**src/rtl/sms4_lin_xform.sv**
```systemverilog
// SMS4 linear transform stage (L, L', run-time rotate, pass) with valid/ready handshake.
// Define SMS4_LT_PIPE2_EN to split rotation wiring and XOR into two register stages.
module sms4_lin_xform #(
   parameter int unsigned BWIDTH = 32,
   parameter int unsigned RWIDTH = 5
) (
   input  logic              clk,
   input  logic              rst_n,
   input  logic              in_valid,
   output logic              in_ready,
   input  logic [0:BWIDTH-1] in_data,
   input  logic [1:0]        in_mode,
   input  logic [RWIDTH-1:0] rot_amt,
   output logic              out_valid,
   input  logic              out_ready,
   output logic [0:BWIDTH-1] out_data,
   output logic [1:0]        out_mode
);

   localparam int unsigned IW    = $clog2(BWIDTH);
   localparam int unsigned SW    = $clog2(BWIDTH);
   localparam int unsigned KW    = (SW > 1) ? $clog2(SW) : 1;
   localparam int unsigned NTERM = 5;

   localparam logic [1:0] MODE_L    = 2'b00;
   localparam logic [1:0] MODE_LP   = 2'b01;
   localparam logic [1:0] MODE_ROT  = 2'b10;

   typedef logic [0:BWIDTH-1] word_t;

   // Bit 0 is the MSB, so index i takes bit (i+n) mod BWIDTH: a numeric left rotate.
   function automatic word_t rotl(input word_t b, input int unsigned n);
      word_t r;
      r = '0;
      for (int unsigned i = 0; i < BWIDTH; i++) begin
         r[IW'(i)] = b[IW'((i + n) % BWIDTH)];
      end
      return r;
   endfunction

   // Barrel rotator: one conditional power-of-two rotate per amount bit.
   function automatic word_t rot_barrel(input word_t b, input logic [SW-1:0] amt);
      word_t r;
      r = b;
      for (int unsigned k = 0; k < SW; k++) begin
         if (amt[KW'(k)]) r = rotl(r, (32'd1 << k) % BWIDTH);
      end
      return r;
   endfunction

   logic [SW-1:0] amt_c;
   word_t         term_c [NTERM];

   assign amt_c = SW'(32'(rot_amt) % BWIDTH);

   // Per-mode XOR terms; unused slots are zero so every mode folds through the same 5-input XOR.
   always_comb begin
      for (int unsigned t = 0; t < NTERM; t++) term_c[t] = '0;
      case (in_mode)
         MODE_L: begin
            term_c[0] = in_data;
            term_c[1] = rotl(in_data, 2);
            term_c[2] = rotl(in_data, 10);
            term_c[3] = rotl(in_data, 18);
            term_c[4] = rotl(in_data, 24);
         end
         MODE_LP: begin
            term_c[0] = in_data;
            term_c[1] = rotl(in_data, 13);
            term_c[2] = rotl(in_data, 23);
         end
         MODE_ROT: term_c[0] = rot_barrel(in_data, amt_c);
         default:  term_c[0] = in_data;
      endcase
   end

`ifdef SMS4_LT_PIPE2_EN
   logic       s1_valid;
   logic [1:0] s1_mode;
   word_t      s1_term [NTERM];
   logic       s2_ready;
   word_t      xor_c;

   assign s2_ready = !out_valid || out_ready;
   assign in_ready = !s1_valid || s2_ready;
   assign xor_c    = s1_term[0] ^ s1_term[1] ^ s1_term[2] ^ s1_term[3] ^ s1_term[4];

   // Stage 1 holds the rotated terms, stage 2 the XOR result.
   always_ff @(posedge clk or negedge rst_n) begin
      if (!rst_n) begin
         s1_valid  <= 1'b0;
         s1_mode   <= '0;
         for (int unsigned t = 0; t < NTERM; t++) s1_term[t] <= '0;
         out_valid <= 1'b0;
         out_data  <= '0;
         out_mode  <= '0;
      end else begin
         if (s2_ready) begin
            out_valid <= s1_valid;
            if (s1_valid) begin
               out_data <= xor_c;
               out_mode <= s1_mode;
            end
         end
         if (in_ready) begin
            s1_valid <= in_valid;
            if (in_valid) begin
               s1_mode <= in_mode;
               for (int unsigned t = 0; t < NTERM; t++) s1_term[t] <= term_c[t];
            end
         end
      end
   end
`else
   word_t xor_c;

   assign in_ready = !out_valid || out_ready;
   assign xor_c    = term_c[0] ^ term_c[1] ^ term_c[2] ^ term_c[3] ^ term_c[4];

   // Single output register; it refills in the same cycle it drains.
   always_ff @(posedge clk or negedge rst_n) begin
      if (!rst_n) begin
         out_valid <= 1'b0;
         out_data  <= '0;
         out_mode  <= '0;
      end else if (in_ready) begin
         out_valid <= in_valid;
         if (in_valid) begin
            out_data <= xor_c;
            out_mode <= in_mode;
         end
      end
   end
`endif

endmodule
```
**config.mk**
```make
export PLATFORM = sky130hd
export DESIGN_NAME = sms4_lin_xform
export DESIGN_NICKNAME = d
export VERILOG_FILES = /design/src/rtl/sms4_lin_xform.sv
export SDC_FILE = /design/constraint.sdc
export NUM_CORES = 1
export LEC_CHECK = 0
export BUFFER_PORTS_ARGS = -buffer_cell sky130_fd_sc_hd__buf_2
export CORE_MARGIN = 8
export CORE_UTILIZATION = 55
export CTS_BUF_LIST = sky130_fd_sc_hd__clkbuf_4 sky130_fd_sc_hd__clkbuf_8 sky130_fd_sc_hd__clkbuf_16
export CTS_CLUSTER_DIAMETER = 30
export DETAILED_ROUTE_END_ITERATION = 7
export PLACE_DENSITY = 0.77
export SLEW_MARGIN = 15
export SYNTH_ARGS = -nofsm -noshare
export SYNTH_HDL_FRONTEND = slang
export SYNTH_SLANG_ARGS = --single-unit
export TNS_END_PERCENT = 10
```
**constraint.sdc**
```tcl
create_clock -name clk -period 3.5 [get_ports clk]
set_input_delay 0.35 -clock clk [delete_from_list [all_inputs] [get_ports clk]]
set_output_delay 0.35 -clock clk [all_outputs]
set_load 0.03 [all_outputs]
```
==> impl_metrics.ini, run 1 <==
[outcome]
run_status = finished clean

[timing]
setup-violations-final = 0
maxSlewHeadroom_pct = 40.6
fmax_ghz = 0.392
report.final.slew_viol_count = 0
hold_viol_final = 0
rsz0062_at_grt = false
fin_crit_ps = 2550
setup_tns_ps = 0
finClkSkew_ps = 3.16
worst_slew_pin_slew_ps = 891
finalCritPeriodShare_pct = 73.0
whs_ps = 141

[clock_tree]
htreeDepth = 2
numCtsBuffers = 5
cts-root-buf = clkbuf_8
cts_tree = built
insertion_delay_ps = 300
cts.clk_slew.worst_paths_ps = 80
ctsResizeCount = 0
cts_sinks = 35
cts_buffer_depth = 2
hold_buffers = 0
post-cts-setup-buffers = 0

[power_and_ir_drop]
ir_drop_mv = 0.224
p_per_area_nw_per_um2 = 355
p_leak_nw = 2.25
power_mw = 2.03

[routing]
ant_nets = 0
drt_wl_total_um = 19800
viasPerCell = 6.86
drtIter0Drc = 678
dr.pass1.iters = 5
drc_errors = 0
wl_per_cell_um = 26.0
dr_total_vias = 5232

[grt]
grtUsageMet1_pct = 39.0
grt_util_met2_pct = 46.6
grt-busiest-layer = met2
grt_usage_pct = 30.2
grt_overflow = 0
grt_max_degree = 36
antenna_found_initial = 1
grt_pass1_wl_um = 29600
first_global_vias = 4922
met3_usage_pct = 9.07

[setup_path]
crit_arrival_ps = 2730
cp_max_fo = 25
crit_required_ps = 3680
startpoint_type = primary input
crit_slowest_cell = buf_2
path_class = primary input to flip-flop
endpoint_kind = flip-flop
crit_path_cell_trace = buf_2 > buf_4 > mux4_2 > mux2i_1 > o2bb2ai_1 > or3_1
cp_slowest_stage_delay_ps = 550

[floorplanning]
dieHeight_um = 114
io_pins = 79
die_w_um = 114
coreArea_sq_um = 9590
dieArea_sq_um = 13100
start_util_pct = 55.4
core.rowCount = 36

[finish]
n_antenna_cell = 0
stdcell_count = 763
filler_cell_count = 889
final_cell_area_sq_um = 5730
fin_nets = 672
layout-drive-gt1-share_pct = 23.5
areaGrowthSynthToFinish_pct = 7.89

[place]
post_dp_cell_area_sq_um = 5610
dp_hpwl_um = 15100
port_buffers = 78
place_congestion = 1.02
dp.cells = 755

[synthesis]
synthCells = 606
netlist_area_sq_um = 5310
synth_area_leader_cell = dfrtp_1
synth_ff_type = dfrtp_1
ys_warn_count = 0
synth_area_leaders = dfrtp_1 (16%), mux4_2 (12%), xnor2_1 (12%), mux2i_1 (7.2%), clkbuf_1 (4.0%)
synth_edf_count = 0
ys_async_sr_fraction_pct = 100
postSynthAreaPerCell_sq_um = 8.77
ys_seq_elements = 35
synth_top_area_share_pct = 16.5
syn-num-nets = 649
synth_cell_types = 58
ys_seq_area_share_pct = 16.5

[job]
cap_violations = 0

[hold_path]
min_path_type = primary input to async pin
==> report_power, final <==
group / internal (mW) / total [mW] / switching, mW / leakage, nW
clock network: 0.231 / 0.399 / 0.168 / 0.0612
registers: 0.480 / 0.526 / 0.0463 / 0.402
logic: 0.416 / 1.11 / 0.693 / 1.79
total: 1.13 / 2.03 / 0.908 / 2.25
==> cell usage after synthesis, types with 2 or more instances <==
master and count:
a31oi_1 18, o22a_1 3, a22oi_1 2, a2111o_1 3
mux4_1 5, nor4_1 3, buf_4 3, xnor3_1 4
nor3_1 23, nand2_1 33, nor2_1 52, buf_6 3
xor2_1 22, a2bb2oi_1 2, nand2b_1 4, o22ai_1 19
mux2_4 3, inv_1 4, or3_1 20, mux2i_1 38
nor3b_1 2, buf_1 2, a211oi_1 4, o21ai_0 38
o211ai_1 6, mux2_2 14, clkbuf_1 57, o2bb2ai_1 4
buf_2 7, or2_2 2, o21ai_1 3, dfrtp_1 35
xor3_1 2, or2_1 2, xnor2_1 72, a21oi_1 3
o221ai_1 3, o21a_1 24, mux4_2 28, a221oi_1 5
and3_1 3, buf_12 2, and2_1 9
==> worst max-delay path: cells and delay by family <==
family          cells  cell delay (ps)
mux                 2             1010
simple gates        1              390
buf+inv             2              850
compound gates      1              130
==> state kept, by name (all words and copies together) (netlist names) <==
name	cells
out_mode	2
out_valid	1
out_data	32
==> cell families (layout without fill, tap and decap cells) <==
logic type,after synthesis,in the layout,synth area share [%]
and+or+nand+nor,158,158,14.2
AOI/OAI and AO/OA,146,146,18.5
xor gates and xnor gates,100,100,18.1
muxes,89,89,25.7
buffers and inverters,78,102,6.92
DFF,35,35,16.5
==> stage by stage <==
stage                     setup slack, ps  util, %
after floorplan                      1350        -
after global placement                746     58.5
after detailed placement              659     58.5
after CTS                             979     59.7
after global routing                  805     59.7
final                                 946     59.7
==> placed cells by master, fill, tap and decap left out, types with 5 or more instances in the layout <==
master,n
buf_2,78
xnor2_1,72
nor2_1,51
o21ai_0,38
mux2i_1,38
dfrtp_1,35
nand2_1,33
mux4_2,28
o21a_1,24
nor3_1,23
xor2_1,22
or3_1,20
o22ai_1,19
a31oi_1,18
mux2_2,14
buf_4,12
and2_1,9
o211ai_1,6
clkbuf_8,6
mux4_1,5
a221oi_1,5
==> final cells by class <==
class | count | area, sq um | share of cell area [%]
timing repair buffer | 90 | 480 | 8.38
sequential | 35 | 876 | 15.3
clock inverter | 2 | 35.0 | 0.611
multi-input combinational | 493 | 4080 | 71.1
clock buffer | 6 | 82.6 | 1.44
inverter | 4 | 15.0 | 0.262
tap | 133 | 166 | 2.90
==> layer usage <==
metal	vias to the layer above	wire length, um
li1	2273	-
met1	2545	7910
met2	361	8790
met3	51	2400
met4	2	695
met5	-	13
==> path summary, 6_finish.rpt <==
kind	from	slack, ps	depth (start not counted)	endpoint
worst max register to register	out_valid$_DFFE_PN0N_	970	5	out_data[12]$_DFFE_PN0P_
worst min-delay path	rst_n	140	1	out_valid$_DFFE_PN0N_
max in group asynchronous	rst_n	2830	1	out_data[28]$_DFFE_PN0P_
min in group clk	in_valid	350	3	out_valid$_DFFE_PN0N_
worst min register to register	out_mode[0]$_DFFE_PN0P_	490	2	out_mode[0]$_DFFE_PN0P_
worst max-delay path	rot_amt[1]	950	6	out_data[17]$_DFFE_PN0P_
Power figures use the tool's default switching activity.
==> run 2: changes to the inputs <==
--- a/config.mk
+++ b/config.mk
@@ -7,11 +7,11 @@
 export LEC_CHECK = 0
 export BUFFER_PORTS_ARGS = -buffer_cell sky130_fd_sc_hd__buf_2
 export CORE_MARGIN = 8
-export CORE_UTILIZATION = 55
+export CORE_UTILIZATION = 54
 export CTS_BUF_LIST = sky130_fd_sc_hd__clkbuf_4 sky130_fd_sc_hd__clkbuf_8 sky130_fd_sc_hd__clkbuf_16
 export CTS_CLUSTER_DIAMETER = 30
 export DETAILED_ROUTE_END_ITERATION = 7
-export PLACE_DENSITY = 0.77
+export PLACE_DENSITY = 0.79
 export SLEW_MARGIN = 15
 export SYNTH_ARGS = -nofsm -noshare
 export SYNTH_HDL_FRONTEND = slang
==> constraint.sdc (replaced) <==
create_clock -name clk -period 2.2 [get_ports clk]
set_input_delay 0.22 -clock clk [delete_from_list [all_inputs] [get_ports clk]]
set_output_delay 0.22 -clock clk [all_outputs]
set_load 0.03 [all_outputs]
==> run 2 against run 1 <==
  * Clock-buffer cell count up 2
  * Final cell count increased by 4.7%
  * Wire length is 3.6% higher
  * Clock skew grew 3.8 ps
  * Critical path depth decreased by 1
  * Global-route usage increased by 0.69 points
  * Setup slack lost 800 ps
  * Combinational power up 70%
  * Design area rose by 6.0%
  * Largest power group unchanged
  * Non-clock buffer count up 36
==> impl_metrics.ini, run 2 (synthesis gave the netlist of run 1 again) <==
[routing]
wl_per_cell_um = 25.7
ant_nets = 0
drtIter0Drc = 582
drc_errors = 0
dr_total_vias = 5296
drt_wl_total_um = 20500
dr.pass1.iters = 5
viasPerCell = 6.63

[finish]
largest-register = out_data
layout_common_cells = buf_2 (78), xnor2_1 (72), nor2_1 (51)
largest_register_ff_count = 32
areaGrowthSynthToFinish_pct = 14.4
layout_commonest_cell = buf_2
final_cell_area_sq_um = 6080
n_antenna_cell = 0
post-route-util_pct = 62.7
largestRegisters = out_data (32), out_mode (2), out_valid (1)
fin_nets = 708
layout-drive-gt1-share_pct = 27.6

[clock_tree]
insertion_delay_ps = 300
ctsResizeCount = 0
cts.clk_slew.worst_paths_ps = 80
cts_tree = built
cts_sinks = 35
hold_buffers = 0
cts-root-buf = clkbuf_8
cts_buffer_depth = 2
post-cts-setup-buffers = 0
htreeDepth = 2
numCtsBuffers = 5

[setup_path]
reg2reg_to = out_data[17]$_DFFE_PN0P_
crit_arrival_ps = 2290
rr_worst_depth = 5
timing.rr.start = out_valid$_DFFE_PN0N_
critPathLaunch = out_valid$_DFFE_PN0N_
rrSetupSlack_ps = 150
crit_required_ps = 2440
path_class = flip-flop to flip-flop
startpoint_type = flip-flop
endpoint_kind = flip-flop
cp_max_fo = 15

[power_and_ir_drop]
ir_drop_mv = 0.276
power_mw = 3.29
p_per_area_nw_per_um2 = 541
p_leak_nw = 2.45

[floorplanning]
coreArea_sq_um = 9680
start_util_pct = 54.9
dieHeight_um = 115
die_w_um = 115
core.rowCount = 36
io_pins = 79
dieArea_sq_um = 13300

[grt]
grt_pass1_wl_um = 30900
grt_overflow = 0
antenna_found_initial = 0
first_global_vias = 5168
grt_max_degree = 60
grt_usage_pct = 30.9

[timing]
worst_slew_pin_slew_ps = 1170
finClkSkew_ps = 7.01
fin_crit_ps = 2050
report.final.slew_viol_count = 0
fmax_ghz = 0.487
maxSlewHeadroom_pct = 21.6
rsz0062_at_grt = false
hold_viol_final = 0
finalCritPeriodShare_pct = 93.3
setup-violations-final = 0

[place]
dp_hpwl_um = 15900
port_buffers = 78
place_congestion = 0.985
post_dp_cell_area_sq_um = 5970

[job]
cap_violations = 0

[outcome]
run_status = finished clean

[hold_path]
min_path_type = primary input to async pin
run 2: per-layer routing:
metal	wire [um]	global-route usage, %
met5	0	0
met2	8890	45.6
met4	855	14.0
met3	2500	10.4
met1	8280	40.1
run 2: cell type report:
cell class | instances | area, sq um
well taps | 133 | 166
inverters | 4 | 15.0
multi-input cells | 493 | 4080
repair buffers | 126 | 838
clock buffers | 8 | 104
fillers | 848 | 3610
flip-flops and latches | 35 | 876
run 2: how the worst max path moves through the flow:
stage,endpoint,cells after the start
final,out_data[17]$_DFFE_PN0P_,5
after global routing,out_data[24]$_DFFE_PN0P_,5
after CTS,out_data[24]$_DFFE_PN0P_,5
after detailed placement,out_data[9]$_DFFE_PN0P_,7
after global placement,out_data[13]$_DFFE_PN0P_,6
after floorplan,out_data[24]$_DFFE_PN0P_,7
run 2: critical path, stage by stage (launching register included):
cell and delay, ps:
dfrtp_1 370, nor2b_1 150, nor3_1 460, nand2_1 490, o22ai_1 370, or3_1 140
run 2: per-stage QoR:
step	hold WS, ps	worst slack [ps]	setup TNS (ps)	cells
2_1_floorplan	-75.6	127	0	606
3_3_place_gp	369	-19.0	-19.0	791
3_5_place_dp	389	-10.2	-12.5	791
4_1_cts	63.2	213	0	799
5_1_grt	98.5	50.4	0	799
6_report	33.2	148	0	799
run 2: where the power goes:
part / switching [mW] / total, mW / internal, mW / leakage (nW)
combinational: 1.15 / 1.89 / 0.745 / 1.99
clock: 0.258 / 0.557 / 0.299 / 0.0549
sequential: 0.0741 / 0.839 / 0.764 / 0.402
total: 1.48 / 3.29 / 1.81 / 2.45
